<file path="config.mk">
export PLATFORM = sky130hd
export DESIGN_NAME = btb_port_sched_flat
export DESIGN_NICKNAME = d
export VERILOG_FILES = /design/src/rtl/btb_port_sched_if.sv /design/src/rtl/btb_port_sched.sv /design/src/flat_wrapper.sv
export SDC_FILE = /design/constraint.sdc
export NUM_CORES = 1
export LEC_CHECK = 0
export BUFFER_PORTS_ARGS = -buffer_cell sky130_fd_sc_hd__buf_4
export CAP_MARGIN = 0
export CORE_AREA = 2 2 169 171
export CTS_BUF_LIST = sky130_fd_sc_hd__clkbuf_8
export CTS_CLUSTER_SIZE = 16
export DETAILED_ROUTE_END_ITERATION = 8
export DIE_AREA = 0 0 171 173
export HOLD_SLACK_MARGIN = 0.05
export PLACE_DENSITY = 0.78
export SLEW_MARGIN = 25
export SYNTH_ARGS = -nofsm -noshare
export SYNTH_HDL_FRONTEND = slang
export SYNTH_SLANG_ARGS = --single-unit
</file>
<file path="constraint.sdc">
create_clock -name clk -period 15.2 [get_ports clk]
set_clock_uncertainty 0.1 [all_clocks]
set_input_delay 0.76 -clock clk [delete_from_list [all_inputs] [get_ports clk]]
set_output_delay 0.76 -clock clk [all_outputs]
set_load 0.01 [all_outputs]
</file>
<file path="src/rtl/btb_port_sched_if.sv">
// BTB port scheduler bus: fetch request, EX update offer, BTB drive.
// master = requesters/BTB side, slave = scheduler.
interface btb_port_sched_if;
  logic        fetch_valid;
  logic [31:0] fetch_pc;
  logic        fetch_stall;
  logic        lookup_valid;
  logic        upd_valid;
  logic [31:0] upd_pc;
  logic [31:0] upd_target;
  logic        upd_ready;
  logic [31:0] btb_pc_in;
  logic        btb_update;
  logic [31:0] btb_real_target;

  modport master (
    output fetch_valid, fetch_pc,
    output upd_valid, upd_pc, upd_target,
    input  fetch_stall, lookup_valid, upd_ready,
    input  btb_pc_in, btb_update, btb_real_target
  );

  modport slave (
    input  fetch_valid, fetch_pc,
    input  upd_valid, upd_pc, upd_target,
    output fetch_stall, lookup_valid, upd_ready,
    output btb_pc_in, btb_update, btb_real_target
  );
endinterface

</file>
<file path="src/rtl/btb_port_sched.sv">
// Shares the single BTB PC port between fetch lookups and queued EX updates.
// Ports: clk, reset (async low), bus (slave), q_count; stat_* with BTB_SCHED_STATS_EN.
module btb_port_sched #(
  parameter int DEPTH        = 4,
  parameter int STARVE_LIMIT = 8
) (
  input  logic                   clk,
  input  logic                   reset,
  btb_port_sched_if.slave        bus,
  output logic [$clog2(DEPTH):0] q_count
`ifdef BTB_SCHED_STATS_EN
  ,
  output logic [31:0]            stat_forced,
  output logic [31:0]            stat_coalesced,
  output logic [31:0]            stat_stall_cycles
`endif
);

  localparam int AW = $clog2(DEPTH);
  localparam int CW = AW + 1;
  localparam int SW = $clog2(STARVE_LIMIT + 1);

  logic [31:0]   pc_q  [DEPTH];
  logic [31:0]   tgt_q [DEPTH];
  logic [AW-1:0] head;
  logic [AW-1:0] tail;
  logic [CW-1:0] count;
  logic [SW-1:0] starve;
  logic          lookup_q;

  logic          empty;
  logic          full;
  logic          g_upd;
  logic          g_fetch;
  logic          push;
  logic          pop;
  logic          hit;
  logic          coal;
  logic [AW-1:0] hit_idx;

  assign empty = (count == '0);
  assign full  = (count == CW'(DEPTH));

  assign g_upd = !empty &&
                 (!bus.fetch_valid || full ||
                  starve == SW'(STARVE_LIMIT));
  assign g_fetch = !g_upd && bus.fetch_valid;

  assign bus.upd_ready = reset && !full;
  assign push = bus.upd_valid && bus.upd_ready;
  assign pop  = g_upd;

  // The head leaving this cycle cannot absorb a push.
  always_comb begin
    hit     = 1'b0;
    hit_idx = '0;
    for (int i = 0; i < DEPTH; i++) begin
      if (!hit && CW'(i) < count && !(i == 0 && pop) &&
          pc_q[head + AW'(i)] == bus.upd_pc) begin
        hit     = 1'b1;
        hit_idx = head + AW'(i);
      end
    end
  end

  assign coal = push && hit;

  always_comb begin
    bus.btb_pc_in       = '0;
    bus.btb_update      = 1'b0;
    bus.btb_real_target = '0;
    bus.fetch_stall     = 1'b0;
    unique case (1'b1)
      g_upd: begin
        bus.btb_pc_in       = pc_q[head];
        bus.btb_update      = 1'b1;
        bus.btb_real_target = tgt_q[head];
        bus.fetch_stall     = bus.fetch_valid;
      end
      g_fetch: begin
        bus.btb_pc_in = bus.fetch_pc;
      end
      default: begin
      end
    endcase
  end

  always_ff @(posedge clk or negedge reset) begin
    if (!reset) begin
      head     <= '0;
      tail     <= '0;
      count    <= '0;
      starve   <= '0;
      lookup_q <= 1'b0;
    end else begin
      if (pop)
        head <= head + AW'(1);
      if (push && !coal)
        tail <= tail + AW'(1);
      count <= count + CW'(push && !coal) - CW'(pop);
      if (g_upd || empty)
        starve <= '0;
      else if (g_fetch && starve != SW'(STARVE_LIMIT))
        starve <= starve + SW'(1);
      lookup_q <= g_fetch;
    end
  end

  // Storage needs no reset: occupancy gates every read.
  always_ff @(posedge clk) begin
    if (push) begin
      if (hit) begin
        tgt_q[hit_idx] <= bus.upd_target;
      end else begin
        pc_q[tail]  <= bus.upd_pc;
        tgt_q[tail] <= bus.upd_target;
      end
    end
  end

  assign bus.lookup_valid = lookup_q;
  assign q_count          = count;

`ifdef BTB_SCHED_STATS_EN
  always_ff @(posedge clk or negedge reset) begin
    if (!reset) begin
      stat_forced       <= '0;
      stat_coalesced    <= '0;
      stat_stall_cycles <= '0;
    end else begin
      if (g_upd && bus.fetch_valid)
        stat_forced <= stat_forced + 32'd1;
      if (coal)
        stat_coalesced <= stat_coalesced + 32'd1;
      if (bus.fetch_stall)
        stat_stall_cycles <= stat_stall_cycles + 32'd1;
    end
  end
`endif

endmodule
</file>
<file path="src/flat_wrapper.sv">
// flat-port wrapper written by rule: the top's interface ports become plain ports
module btb_port_sched_flat 
#(
  parameter int DEPTH        = 4,
  parameter int STARVE_LIMIT = 8
)
  (clk, reset, q_count, bus_fetch_valid, bus_fetch_pc, bus_upd_valid, bus_upd_pc, bus_upd_target, bus_fetch_stall, bus_lookup_valid, bus_upd_ready, bus_btb_pc_in, bus_btb_update, bus_btb_real_target);
  btb_port_sched_if bus_i ();
  input  logic clk;
  input  logic reset;
  output logic [$clog2(DEPTH):0] q_count;
  input wire logic [$bits(bus_i.fetch_valid)-1:0] bus_fetch_valid;
  input wire logic [$bits(bus_i.fetch_pc)-1:0] bus_fetch_pc;
  input wire logic [$bits(bus_i.upd_valid)-1:0] bus_upd_valid;
  input wire logic [$bits(bus_i.upd_pc)-1:0] bus_upd_pc;
  input wire logic [$bits(bus_i.upd_target)-1:0] bus_upd_target;
  output wire logic [$bits(bus_i.fetch_stall)-1:0] bus_fetch_stall;
  output wire logic [$bits(bus_i.lookup_valid)-1:0] bus_lookup_valid;
  output wire logic [$bits(bus_i.upd_ready)-1:0] bus_upd_ready;
  output wire logic [$bits(bus_i.btb_pc_in)-1:0] bus_btb_pc_in;
  output wire logic [$bits(bus_i.btb_update)-1:0] bus_btb_update;
  output wire logic [$bits(bus_i.btb_real_target)-1:0] bus_btb_real_target;
  assign bus_i.fetch_valid = bus_fetch_valid;
  assign bus_i.fetch_pc = bus_fetch_pc;
  assign bus_i.upd_valid = bus_upd_valid;
  assign bus_i.upd_pc = bus_upd_pc;
  assign bus_i.upd_target = bus_upd_target;
  assign bus_fetch_stall = bus_i.fetch_stall;
  assign bus_lookup_valid = bus_i.lookup_valid;
  assign bus_upd_ready = bus_i.upd_ready;
  assign bus_btb_pc_in = bus_i.btb_pc_in;
  assign bus_btb_update = bus_i.btb_update;
  assign bus_btb_real_target = bus_i.btb_real_target;
  btb_port_sched #(.DEPTH(DEPTH), .STARVE_LIMIT(STARVE_LIMIT)) u_core (.clk(clk), .reset(reset), .bus(bus_i), .q_count(q_count));
endmodule
</file>
==> run metrics <==
Root Driver=clkbuf_8; initial antenna violation count=2; synthesized area=around 15000 sq um; Peak Freq=175.2 MHz; r2r worst-path depth=11; row cnt=about 60; gr ovfl total=0; sum of negative setup slack=0 ns; Critical Path RT=15.31 ns; Seq/Total Area, Yosys=0.5297; clk slew on worst S/H paths=0.06 ns; Tcrit/Tclk final=0.3755; CP Cell Sequence=buf_6 > mux4_2 > xnor2_1 > nand4_1 > nor4b_1 > nand4_2 > o2111ai_2 > nor3_2 > a211o_1 > nor4_2 > buf_4; minimum clock period=about 5.7 ns; Worst path depth=11; Post-Place Worst Slack=9.361 ns; CP Capture Type=flip-flop; WL final=38.50 mm; crit path launch type=flip-flop; Hold Path Depth=1; io pins=171; DIE HEIGHT=173 um; worst skew pair latency=0.60 ns; post-CTS setup buffer count=0; PnR worst setup slack=9.492 ns; Final nets=between 1000 and 1500; Final setup viols=0; Top delay family on crit path=simple AND/OR/NAND/NOR gates; synth warn=0; CTS tree=done; Peak supply drop=0.1218 mV; RSZ-0062 raised after global routing=false; largest net degree at the start of global routing=slightly below 80; Crit-path slowest cell=dfrtp_4; vias in the first global route=9875; #FFs+latches synth=268; Post-DP HPWL=26.71 mm; Routability Congestion=0.9781; DRT Pass-1 Iters=5; Hold Fails Final Rpt=0; Pleak=between 6 and 7 nW; Yosys cell types=77; total of max-cap violations=0; Residual DRC=0; clk buf depth=3; P&R area growth vs syn=15.20%; top_reg_cell synth=edfxtp_1; routed length per instance=23.87 um; relative slew slack=0.4010; critical path peak fanout=69; hold crit path type=input pin to flip-flop; CTS buffer count=44; Core Area=27630 sq um; Async S/R FF share, synth=0.04478; final-layout fill cell count=2120; layout cells sized above 1=0.3122; # clock sinks=approximately 270; CTS H-Tree Depth=2; detailed-route via count=9949; first-pass GRT wire length=approximately 58 mm; fin util=0.6288; die area=29580 sq um; die width=171 um; Syn Inst Count=roughly 1000; Starting Density=0.5458; PortBufs=170; Pins Over Slew Limit=0; worst path arrival time=5.81 ns; measured slew at the worst slew-check pin=~0.9 ns; CP Buf/Inv Count=2; Vias per Instance=6.168; status=complete, no violations; Mapped Avg Cell Area=14.38 sq um; number of enable flip-flop cells after synthesis=256; WS Path Type=flip-flop to flip-flop; Synth Net Count=1160; Detailed Route Iter0 Violations=1083; Antenna Nets Post-Route=0; Crit path largest cell delay=0.90 ns; Power Dens Cells=180.4 nW/um^2; Tot GR Track Use=0.2624
-- logic make-up after synthesis --
family | Yosys count | share of synthesized area
flip-flops | 268 | 0.5297
AND/OR/NAND/NOR | 243 | 0.08214
multiplexers | 205 | 0.2233
XOR/XNOR | 112 | 0.06505
AO/OA/AOI/OAI | 106 | 0.05277
buffers and inverters | 104 | 0.03750
adder cells (fa/ha/maj) | 11 | 0.009624
-- metrics by stage --
stage / total power, mW / area [sq um] / hold slack [ns] / instances
3_3_place_gp: 2.521 / 16530 / 0.3723 / 1533
2_1_floorplan: 2.092 / 15080 / 0.3507 / 1049
6_report: 3.134 / 17370 / 0.2626 / 1613
4_1_cts: 3.145 / 17360 / 0.2426 / 1611
5_1_grt: 3.297 / 17370 / 0.2525 / 1612
3_5_place_dp: 2.537 / 16530 / 0.3786 / 1533
-- final timing paths --
kind	slack (ns)	to	startpoint
max in group asynchronous	14.33	u_core.head[0]$_DFFE_PN0P_	reset
setup reg to reg	9.49	u_core.tgt_q[0][12]$_DFFE_PP_	u_core.head[0]$_DFFE_PN0P_
hold / removal	0.26	u_core.tgt_q[3][9]$_DFFE_PP_	bus_upd_target[9]
hold reg to reg	0.39	u_core.starve[0]$_DFFE_PN0P_	u_core.starve[0]$_DFFE_PN0P_
min in group asynchronous	0.48	u_core.q_count[2]$_DFF_PN0_	reset
setup / recovery	9.49	u_core.tgt_q[0][12]$_DFFE_PP_	u_core.head[0]$_DFFE_PN0P_
-- sequential cells by signal, summed over array words and instances, names as in the netlist --
signal / cells
u_core.tgt_q: 128
u_core.bus.lookup_valid: 1
u_core.q_count: 3
u_core.head: 2
u_core.starve: 4
u_core.pc_q: 128
u_core.tail: 2
-- placed cells by master (no fill, tap or decap), drive strengths merged, types with 7 or more instances in the layout --
cell	count
a211oi	12
inv	41
edfxtp	256
xnor2	96
clkbuf	45
dfrtp	12
nor2	37
xor2	16
a21oi	12
mux4	99
clkinv	14
a2111oi	8
nor2b	33
mux2i	84
ha	10
buf	185
nand3	41
o21ai	17
o22ai	12
nand2	72
nor3	11
and2	10
nand4	16
mux2	22
a22oi	7
-- worst reg2reg max path, stage by stage, from the launching register on --
cell and delay, ns:
dfrtp_4 0.90, buf_6 0.75, mux4_2 0.66, xnor2_1 0.37, nand4_1 0.19, nor4b_1 0.64
nand4_2 0.30, o2111ai_2 0.14, nor3_2 0.13, a211o_1 0.37, nor4_2 0.30, buf_4 0.46
-- where the power goes --
part / internal [mW] / total, mW / switching [mW]
sequential: 0.887 / 0.969 / 0.0814
clock: 0.313 / 0.602 / 0.289
combinational: 0.735 / 1.56 / 0.829
total: 1.94 / 3.13 / 1.20
-- metal layers --
layer	global-route usage	up-vias	wire length [um]
met1	0.3708	4982	16030
met3	0.05722	75	3270
li1	-	4396	-
met5	0	-	0
met4	0.09357	0	1123
met2	0.4041	496	18080
-- what timing repair did --
item	4_1_cts	5_1_grt
hold buffers	1	0
hold endpoints to repair	12	0
resized for setup	0	0
-- Yosys cell counts (all sizes together) (16+ instances only) --
library cell | count | share of area
nand2 | 72 | 0.018
clkbuf | 35 | 0.0088
inv | 24 | 0.0060
mux2 | 22 | 0.017
nor2b | 33 | 0.014
edfxtp | 256 | 0.51
nor2 | 37 | 0.0092
nand3 | 41 | 0.014
mux4 | 99 | 0.15
o21ai | 17 | 0.0056
xor2 | 16 | 0.0093
xnor2 | 96 | 0.056
mux2i | 84 | 0.059
nand4 | 16 | 0.0071
buf | 44 | 0.022
-- final cells by class --
type	instances	area [sq um]	share of cell area
repair buffers	186	1403	0.08073
clock buffers	45	619.3	0.03565
clock inverters	32	207.7	0.01196
multi-input cells	677	6576	0.3785
diodes	2	5.005	0.0002881
flip-flops and latches	268	7995	0.4602
well taps	378	473.0	0.02722
inverters	25	93.84	0.005402
(Power assumes the default switching activity.)
